## src/rtl/riscv_ctrl_pkg.sv

```systemverilog
// Shared constants for the multicycle control unit: opcodes, state encoding,
// ALU operation codes and datapath mux select codes.
package riscv_ctrl_pkg;

    localparam logic [6:0] OP_LOAD   = 7'h03;
    localparam logic [6:0] OP_STORE  = 7'h23;
    localparam logic [6:0] OP_R      = 7'h33;
    localparam logic [6:0] OP_I      = 7'h13;
    localparam logic [6:0] OP_LUI    = 7'h37;
    localparam logic [6:0] OP_BRANCH = 7'h63;
    localparam logic [6:0] OP_JAL    = 7'h6f;
    localparam logic [6:0] OP_JALR   = 7'h67;
    localparam logic [6:0] OP_AUIPC  = 7'h17;

    typedef enum logic [3:0] {
        S_RST, S_FETCH, S_DECODE, S_MEMADR, S_MEMREAD, S_MEMWB, S_MEMWRITE,
        S_EXEC_R, S_EXEC_I, S_EXEC_LUI, S_BRANCH, S_JAL, S_JALR_ADR,
        S_JALR_PC, S_ALUWB, S_TRAP
    } state_t;

    localparam logic [3:0] ALU_ADD   = 4'd0;
    localparam logic [3:0] ALU_SUB   = 4'd1;
    localparam logic [3:0] ALU_AND   = 4'd2;
    localparam logic [3:0] ALU_OR    = 4'd3;
    localparam logic [3:0] ALU_XOR   = 4'd4;
    localparam logic [3:0] ALU_SLL   = 4'd5;
    localparam logic [3:0] ALU_SRL   = 4'd6;
    localparam logic [3:0] ALU_SRA   = 4'd7;
    localparam logic [3:0] ALU_SLT   = 4'd8;
    localparam logic [3:0] ALU_SLTU  = 4'd9;
    localparam logic [3:0] ALU_MUL   = 4'd10;
    localparam logic [3:0] ALU_PASSB = 4'd11;

    localparam logic [1:0] RES_ALUOUT = 2'b00;
    localparam logic [1:0] RES_MEM    = 2'b01;
    localparam logic [1:0] RES_ALU    = 2'b10;

    localparam logic [1:0] A_PC    = 2'b00;
    localparam logic [1:0] A_OLDPC = 2'b01;
    localparam logic [1:0] A_RS1   = 2'b10;

    localparam logic [1:0] B_RS2  = 2'b00;
    localparam logic [1:0] B_IMM  = 2'b01;
    localparam logic [1:0] B_FOUR = 2'b10;

    localparam logic [2:0] IMM_I = 3'b000;
    localparam logic [2:0] IMM_S = 3'b001;
    localparam logic [2:0] IMM_B = 3'b010;
    localparam logic [2:0] IMM_J = 3'b011;
    localparam logic [2:0] IMM_U = 3'b100;

    // Base RV32I funct3 mapping shared by register and immediate ALU ops.
    function automatic logic [3:0] base_alu_op(input logic [2:0] funct3);
        case (funct3)
            3'd0:    return ALU_ADD;
            3'd1:    return ALU_SLL;
            3'd2:    return ALU_SLT;
            3'd3:    return ALU_SLTU;
            3'd4:    return ALU_XOR;
            3'd5:    return ALU_SRL;
            3'd6:    return ALU_OR;
            default: return ALU_AND;
        endcase
    endfunction

    function automatic logic branch_taken(input logic [2:0] funct3,
                                          input logic zero, input logic lt,
                                          input logic ltu);
        case (funct3)
            3'd0:    return zero;
            3'd1:    return !zero;
            3'd4:    return lt;
            3'd5:    return !lt;
            3'd6:    return ltu;
            3'd7:    return !ltu;
            default: return 1'b0;
        endcase
    endfunction

endpackage

```

## src/rtl/riscv_alu_decoder.sv

```systemverilog
// Combinational funct/opcode decode to an ALU operation, flagging encodings
// this core configuration does not implement.
module riscv_alu_decoder
    import riscv_ctrl_pkg::*;
#(
    parameter bit SUPPORT_MUL = 1'b1,
    parameter bit FULL_BRANCH = 1'b1
) (
    input  logic [6:0] opcode,
    input  logic [2:0] funct3,
    input  logic [6:0] funct7,
    output logic [3:0] alu_op,
    output logic       illegal
);

    always_comb begin
        alu_op  = ALU_ADD;
        illegal = 1'b0;
        case (opcode)
            OP_R: begin
                case (funct7)
                    7'h00: alu_op = base_alu_op(funct3);
                    7'h20: begin
                        if (funct3 == 3'd0)      alu_op = ALU_SUB;
                        else if (funct3 == 3'd5) alu_op = ALU_SRA;
                        else                     illegal = 1'b1;
                    end
                    7'h01: begin
                        if (SUPPORT_MUL && funct3 == 3'd0) alu_op = ALU_MUL;
                        else                               illegal = 1'b1;
                    end
                    default: illegal = 1'b1;
                endcase
            end
            OP_I: begin
                // Only the shift immediates carry meaning in funct7.
                case (funct3)
                    3'd1: begin
                        alu_op  = ALU_SLL;
                        illegal = (funct7 != 7'h00);
                    end
                    3'd5: begin
                        if (funct7 == 7'h00)      alu_op = ALU_SRL;
                        else if (funct7 == 7'h20) alu_op = ALU_SRA;
                        else                      illegal = 1'b1;
                    end
                    default: alu_op = base_alu_op(funct3);
                endcase
            end
            OP_BRANCH: begin
                alu_op = ALU_SUB;
                if (funct3[2:1] == 2'b01)          illegal = 1'b1;
                else if (funct3[2] && !FULL_BRANCH) illegal = 1'b1;
            end
            default: ;
        endcase
    end

endmodule

```

## src/rtl/riscv_multicycle_control.sv

```systemverilog
// Multicycle RV32I control FSM: sequences fetch/decode/execute/memory/writeback
// over one shared ALU and one memory port with a ready handshake.
module riscv_multicycle_control
    import riscv_ctrl_pkg::*;
#(
    parameter bit SUPPORT_MUL = 1'b1,
    parameter bit FULL_BRANCH = 1'b1,
    parameter int ALUOP_W     = 4
) (
    input  logic               clk,
    input  logic               reset,
    input  logic [6:0]         opcode,
    input  logic [2:0]         funct3,
    input  logic [6:0]         funct7,
    input  logic               zero,
    input  logic               lt,
    input  logic               ltu,
    input  logic               mem_ready,
    output logic               mem_req,
    output logic               mem_write,
    output logic               adr_src,
    output logic               ir_write,
    output logic               pc_write,
    output logic               reg_write,
    output logic [1:0]         result_src,
    output logic [1:0]         alu_src_a,
    output logic [1:0]         alu_src_b,
    output logic [2:0]         imm_src,
    output logic [ALUOP_W-1:0] alu_op,
    output logic               illegal
);

    state_t     state, next_state;
    logic [3:0] dec_op, op;
    logic       dec_illegal;

    riscv_alu_decoder #(
        .SUPPORT_MUL(SUPPORT_MUL),
        .FULL_BRANCH(FULL_BRANCH)
    ) u_alu_decoder (
        .opcode (opcode),
        .funct3 (funct3),
        .funct7 (funct7),
        .alu_op (dec_op),
        .illegal(dec_illegal)
    );

    always_comb begin
        next_state = state;
        case (state)
            S_RST:    next_state = S_FETCH;
            S_FETCH:  next_state = mem_ready ? S_DECODE : S_FETCH;
            S_DECODE: begin
                case (opcode)
                    OP_LOAD, OP_STORE: next_state = S_MEMADR;
                    OP_R:      next_state = S_EXEC_R;
                    OP_I:      next_state = S_EXEC_I;
                    OP_LUI:    next_state = S_EXEC_LUI;
                    OP_BRANCH: next_state = dec_illegal ? S_TRAP : S_BRANCH;
                    OP_JAL:    next_state = S_JAL;
                    OP_JALR:   next_state = S_JALR_ADR;
                    OP_AUIPC:  next_state = S_ALUWB;
                    default:   next_state = S_TRAP;
                endcase
            end
            S_MEMADR:   next_state = (opcode == OP_LOAD) ? S_MEMREAD : S_MEMWRITE;
            S_MEMREAD:  next_state = mem_ready ? S_MEMWB : S_MEMREAD;
            S_MEMWB:    next_state = S_FETCH;
            S_MEMWRITE: next_state = mem_ready ? S_FETCH : S_MEMWRITE;
            S_EXEC_R, S_EXEC_I: next_state = dec_illegal ? S_TRAP : S_ALUWB;
            S_EXEC_LUI: next_state = S_ALUWB;
            S_ALUWB:    next_state = S_FETCH;
            S_BRANCH:   next_state = S_FETCH;
            S_JAL:      next_state = S_ALUWB;
            S_JALR_ADR: next_state = S_JALR_PC;
            S_JALR_PC:  next_state = S_ALUWB;
            S_TRAP:     next_state = S_TRAP;
            default:    next_state = S_RST;
        endcase
    end

    always_ff @(posedge clk or posedge reset) begin
        if (reset) begin
            state   <= S_RST;
            illegal <= 1'b0;
        end else begin
            state <= next_state;
            if (next_state == S_TRAP) illegal <= 1'b1;
        end
    end

    // Outputs decode from the state register; only the fetch strobes and the
    // branch pc_write also look at same-cycle inputs (mem_ready, ALU flags).
    always_comb begin
        mem_req    = 1'b0;
        mem_write  = 1'b0;
        adr_src    = 1'b0;
        ir_write   = 1'b0;
        pc_write   = 1'b0;
        reg_write  = 1'b0;
        result_src = RES_ALUOUT;
        alu_src_a  = A_PC;
        alu_src_b  = B_RS2;
        imm_src    = IMM_I;
        op         = ALU_ADD;
        case (state)
            S_FETCH: begin
                mem_req    = 1'b1;
                alu_src_b  = B_FOUR;
                result_src = RES_ALU;
                ir_write   = mem_ready;
                pc_write   = mem_ready;
            end
            S_DECODE: begin
                alu_src_a = A_OLDPC;
                alu_src_b = B_IMM;
                if (opcode == OP_BRANCH)                          imm_src = IMM_B;
                else if (opcode == OP_JAL)                        imm_src = IMM_J;
                else if (opcode == OP_LUI || opcode == OP_AUIPC)  imm_src = IMM_U;
            end
            S_MEMADR: begin
                alu_src_a = A_RS1;
                alu_src_b = B_IMM;
                if (opcode == OP_STORE) imm_src = IMM_S;
            end
            S_MEMREAD: begin
                mem_req = 1'b1;
                adr_src = 1'b1;
            end
            S_MEMWB: begin
                result_src = RES_MEM;
                reg_write  = 1'b1;
            end
            S_MEMWRITE: begin
                mem_req   = 1'b1;
                mem_write = 1'b1;
                adr_src   = 1'b1;
            end
            S_EXEC_R: begin
                alu_src_a = A_RS1;
                op        = dec_op;
            end
            S_EXEC_I: begin
                alu_src_a = A_RS1;
                alu_src_b = B_IMM;
                op        = dec_op;
            end
            S_EXEC_LUI: begin
                alu_src_b = B_IMM;
                imm_src   = IMM_U;
                op        = ALU_PASSB;
            end
            S_ALUWB: reg_write = 1'b1;
            S_BRANCH: begin
                alu_src_a = A_RS1;
                op        = ALU_SUB;
                pc_write  = branch_taken(funct3, zero, lt, ltu);
            end
            S_JAL, S_JALR_PC: begin
                pc_write  = 1'b1;
                alu_src_a = A_OLDPC;
                alu_src_b = B_FOUR;
            end
            S_JALR_ADR: begin
                alu_src_a = A_RS1;
                alu_src_b = B_IMM;
            end
            default: ;
        endcase
        alu_op = ALUOP_W'(op);
    end

endmodule
```

## config.mk

```make
export PLATFORM = sky130hd
export DESIGN_NAME = riscv_multicycle_control
export DESIGN_NICKNAME = d
export VERILOG_FILES = /design/src/rtl/riscv_ctrl_pkg.sv /design/src/rtl/riscv_alu_decoder.sv /design/src/rtl/riscv_multicycle_control.sv
export SDC_FILE = /design/constraint.sdc
export NUM_CORES = 1
export LEC_CHECK = 0
export CORE_AREA = 2 2 50 52
export DETAILED_ROUTE_END_ITERATION = 7
export DIE_AREA = 0 0 52 54
export DONT_BUFFER_PORTS = 1
export PLACE_DENSITY_LB_ADDON = 0.2
export SLEW_MARGIN = 5
export SYNTH_ARGS = -nofsm -noshare
export SYNTH_HDL_FRONTEND = slang
export SYNTH_HIERARCHICAL = 1
export SYNTH_SLANG_ARGS = --single-unit
```

## constraint.sdc

```tcl
create_clock -name clk -period 1.6 [get_ports clk]
set_clock_uncertainty 0.05 [all_clocks]
set_input_delay 0.16 -clock clk [delete_from_list [all_inputs] [get_ports clk]]
set_output_delay 0.16 -clock clk [all_outputs]
set_load 0.01 [all_outputs]
```

==> summary.txt, run 1 <==
CTS sink cnt = 5
Power Density = 1252 mW/mm^2
crit path launch type = input pin
CP arrival = 2100 ps
f_max = 494.3 MHz
CTS Buffer Depth = 2
flop and latch count out of synthesis = 5
number of synthesized flops with an enable pin = 0
commonest non-fill, non-tap cell in the layout = buf_4
Synth area leader = dfrtp_1
input/output buffers = 0
CP peak stage delay = 550 ps
RSZ-0062 raised after global routing = yes
post-route insts no fill = 248
Worst-path clk slew = 40 ps
Flop pwr share = 0.135
Yosys top cell area share = 0.09862
Ports = 43
Distinct cells, synth = 62
Cell Chain, Critical Path = or4_4 > nor3_4 > o21ai_2 > a311o_1 > nand3b_1 > o21ai_2 > a21oi_2 > o221ai_2 > a41o_1
Int Power = 1.122 mW
Die Y = 54 um
Tcrit/Tclk final = 1.264
Final Routed Wirelength = 4255 um
commonest non-fill, non-tap cells in the layout = buf_4, nand2_1, nor2_1
post-synthesis sequential area ratio = 0.09862
post-synthesis cell count = 190
initial drt markers = 34
Final #Nets = 242
Num CTS Buffers = 3
logic gate share of total power = 0.799
post-DP HPWL = 2622 um
initial core utilization = 0.5469
Max IR drop VDD = 1112 uV
CP top delay family = compound AO/OA/AOI/OAI gates
Syn Area/Cell = 6.677 sq um
max-cap violations = 0
Filler cells = 180
Max Slew Vio Count = 0
Leakage Power = 0.6849 nW
Psw = 1.111 mW
Sw Ratio = 0.4975
final hold viol count = 0
Area Overhead vs Synth = 40.53%
DR vias = 1544
fin area = 0.001783 sq mm
initial antenna violation count = 0
hold crit path type = input pin to flop
Die W = 52 um
Clock Power Share = 0.066
WHS = 81.21 ps
critical path data required time = 1680 ps
Clk Tree Root Cell = clkbuf_4
Worst slew margin = 0.6806
GPL Wtd Cong = 0.8547
fraction of registers with async set/reset = 1.000
Core Area = 0.002320 sq mm
Crit path buffers/inverters = 0
top_reg_cell synth = dfrtp_1
setup ws final = -422.9 ps
crit path time final = 2023 ps
htree depth = 1
1st-pass router iterations = 5
status = complete, but fails checks
Clk Latency, worst-skew pair = 250 ps
Diodes inserted = 0
GRT Total Usage = 0.2919
average wire per standard cell = 17.16 um
Warnings, synthesis = 6
largest net degree at the start of global routing = 22
Crit Path Category = input pin to flop
DR DRC count = 0
# setup viols final = 17
synth top area cells = dfrtp_1, o21ai_0, nand2_1
total gr overflow = 0
CP endpoint kind = flop
Synth Net Count = 213
vias per cell = 6.226
first-pass GRT wire length = 6279 um
CTS tree = yes
Final ANT Viol Nets = 0
layout cell share with drive strength beyond 1 = 0.4220
Post-Syn Area = 0.001269 sq mm
placed cells = 231
num rows = 18
Critical Path Most Common Cell = o21ai_2
Slowest cell on crit path = or4_4
area post-placement = 0.001426 sq mm
Slew @ Worst Pin = 478.1 ps
die area = 0.002808 sq mm
CP max FO = 4
failing checks = setup timing
vias in the first global route = 1408
per-stage QoR:
stage,util,setup WS [ps],TNS [ps],total power [mW]
global placement,0.6149,-591.2,-2267,1.547
detailed placement,0.6149,-718.7,-2692,1.575
global route,0.7686,-484.0,-3490,2.393
finish,0.7686,-422.9,-2358,2.233
floorplan,-,-566.6,-1517,1.221
CTS,0.7071,-416.1,-2250,1.945
worst paths after layout:
path | from | end | slack (ps) | cells after the start
max | funct7[6] | illegal$_DFFE_PP0N_ | -420 | 9
max in group asynchronous | reset | state[3]$_DFF_PP0_ | 1120 | 2
min reg2reg | illegal$_DFFE_PP0N_ | illegal$_DFFE_PP0N_ | 490 | 1
max reg2reg | state[3]$_DFF_PP0_ | illegal$_DFFE_PP0N_ | -40 | 5
min | opcode[3] | state[1]$_DFF_PP0_ | 80 | 2
min in group asynchronous | reset | state[1]$_DFF_PP0_ | 200 | 2
worst register-to-register path, delay by kind of cell (launching register included):
family                 cells  cell delay (ps)
AND/OR/NAND/NOR            1              240
AO/OA/AOI/OAI              3              610
buffers and inverters      1              160
flip-flops                 1              460
per-layer routing:
metal	wire, um	track usage	vias up	part of all wire
met2	2232	0.5274	60	0.52
met3	245	0.05556	6	0.058
li1	-	-	753	-
met4	30	0.05702	0	0.0071
met5	0	0	-	0
met1	1747	0.3599	725	0.41
cells in the mapped netlist (all sizes together) (3+ instances only):
master / n
o21ai: 23
nor3: 8
nand2b: 6
buf: 9
nand2: 22
nor2b: 4
dfrtp: 5
o31ai: 3
inv: 9
mux2i: 3
clkbuf: 4
xor2: 5
or2: 4
a21oi: 10
nand3: 5
a31oi: 3
or3: 3
nor2: 22
nand3b: 3
nor4b: 3
cell families after synthesis:
group | count (synthesis) | share of synthesized area
AND/OR/NAND/NOR | 93 | 0.4152
multiplexers | 3 | 0.02367
XOR/XNOR | 5 | 0.03452
AO/OA/AOI/OAI | 61 | 0.3284
flip-flops | 5 | 0.09862
buffers and inverters | 23 | 0.09959
sequential cells by signal, indices dropped and copies added (netlist names):
register,count
state,4
illegal,1
power by group through the flow:
stage               clock (mW)  combinational [mW]  sequential, mW
floorplan                    0               0.996           0.225
global placement             0                1.25           0.296
detailed placement           0                1.28           0.294
CTS                      0.151                1.51           0.281
global route             0.165                1.92           0.304
finish                   0.148                1.78           0.300
what timing repair did:
action / in CTS / in global routing
buffers inserted: 10 / 2
cloned: 0 / 1
hold endpoints to repair: 5 / 0
pin swaps: 14 / 18
hold buffers: 1 / 0
gates resized for setup: 28 / 24
endpoints found under the setup margin: 18 / 19
area by class of cell:
type                       count  area [sq um]  area share
multi-input combinational    162          1231      0.6905
inverter                      10         37.54     0.02105
clock buffer                   4         26.28     0.01474
timing repair buffer          37         321.6      0.1804
tap                           30         37.54     0.02105
sequential                     5         128.9     0.07228
Note: power is estimated with default switching activity, not from simulation.
==> inputs of run 2 (changes only) <==
--- a/config.mk
+++ b/config.mk
@@ -5,6 +5,7 @@
 export SDC_FILE = /design/constraint.sdc
 export NUM_CORES = 1
 export LEC_CHECK = 0
+export CAP_MARGIN = 25
 export CORE_AREA = 2 2 50 52
 export DETAILED_ROUTE_END_ITERATION = 7
 export DIE_AREA = 0 0 52 54
==> results of run 2 <==
The final DEF is identical to that of run 1; final timing and power are the same.
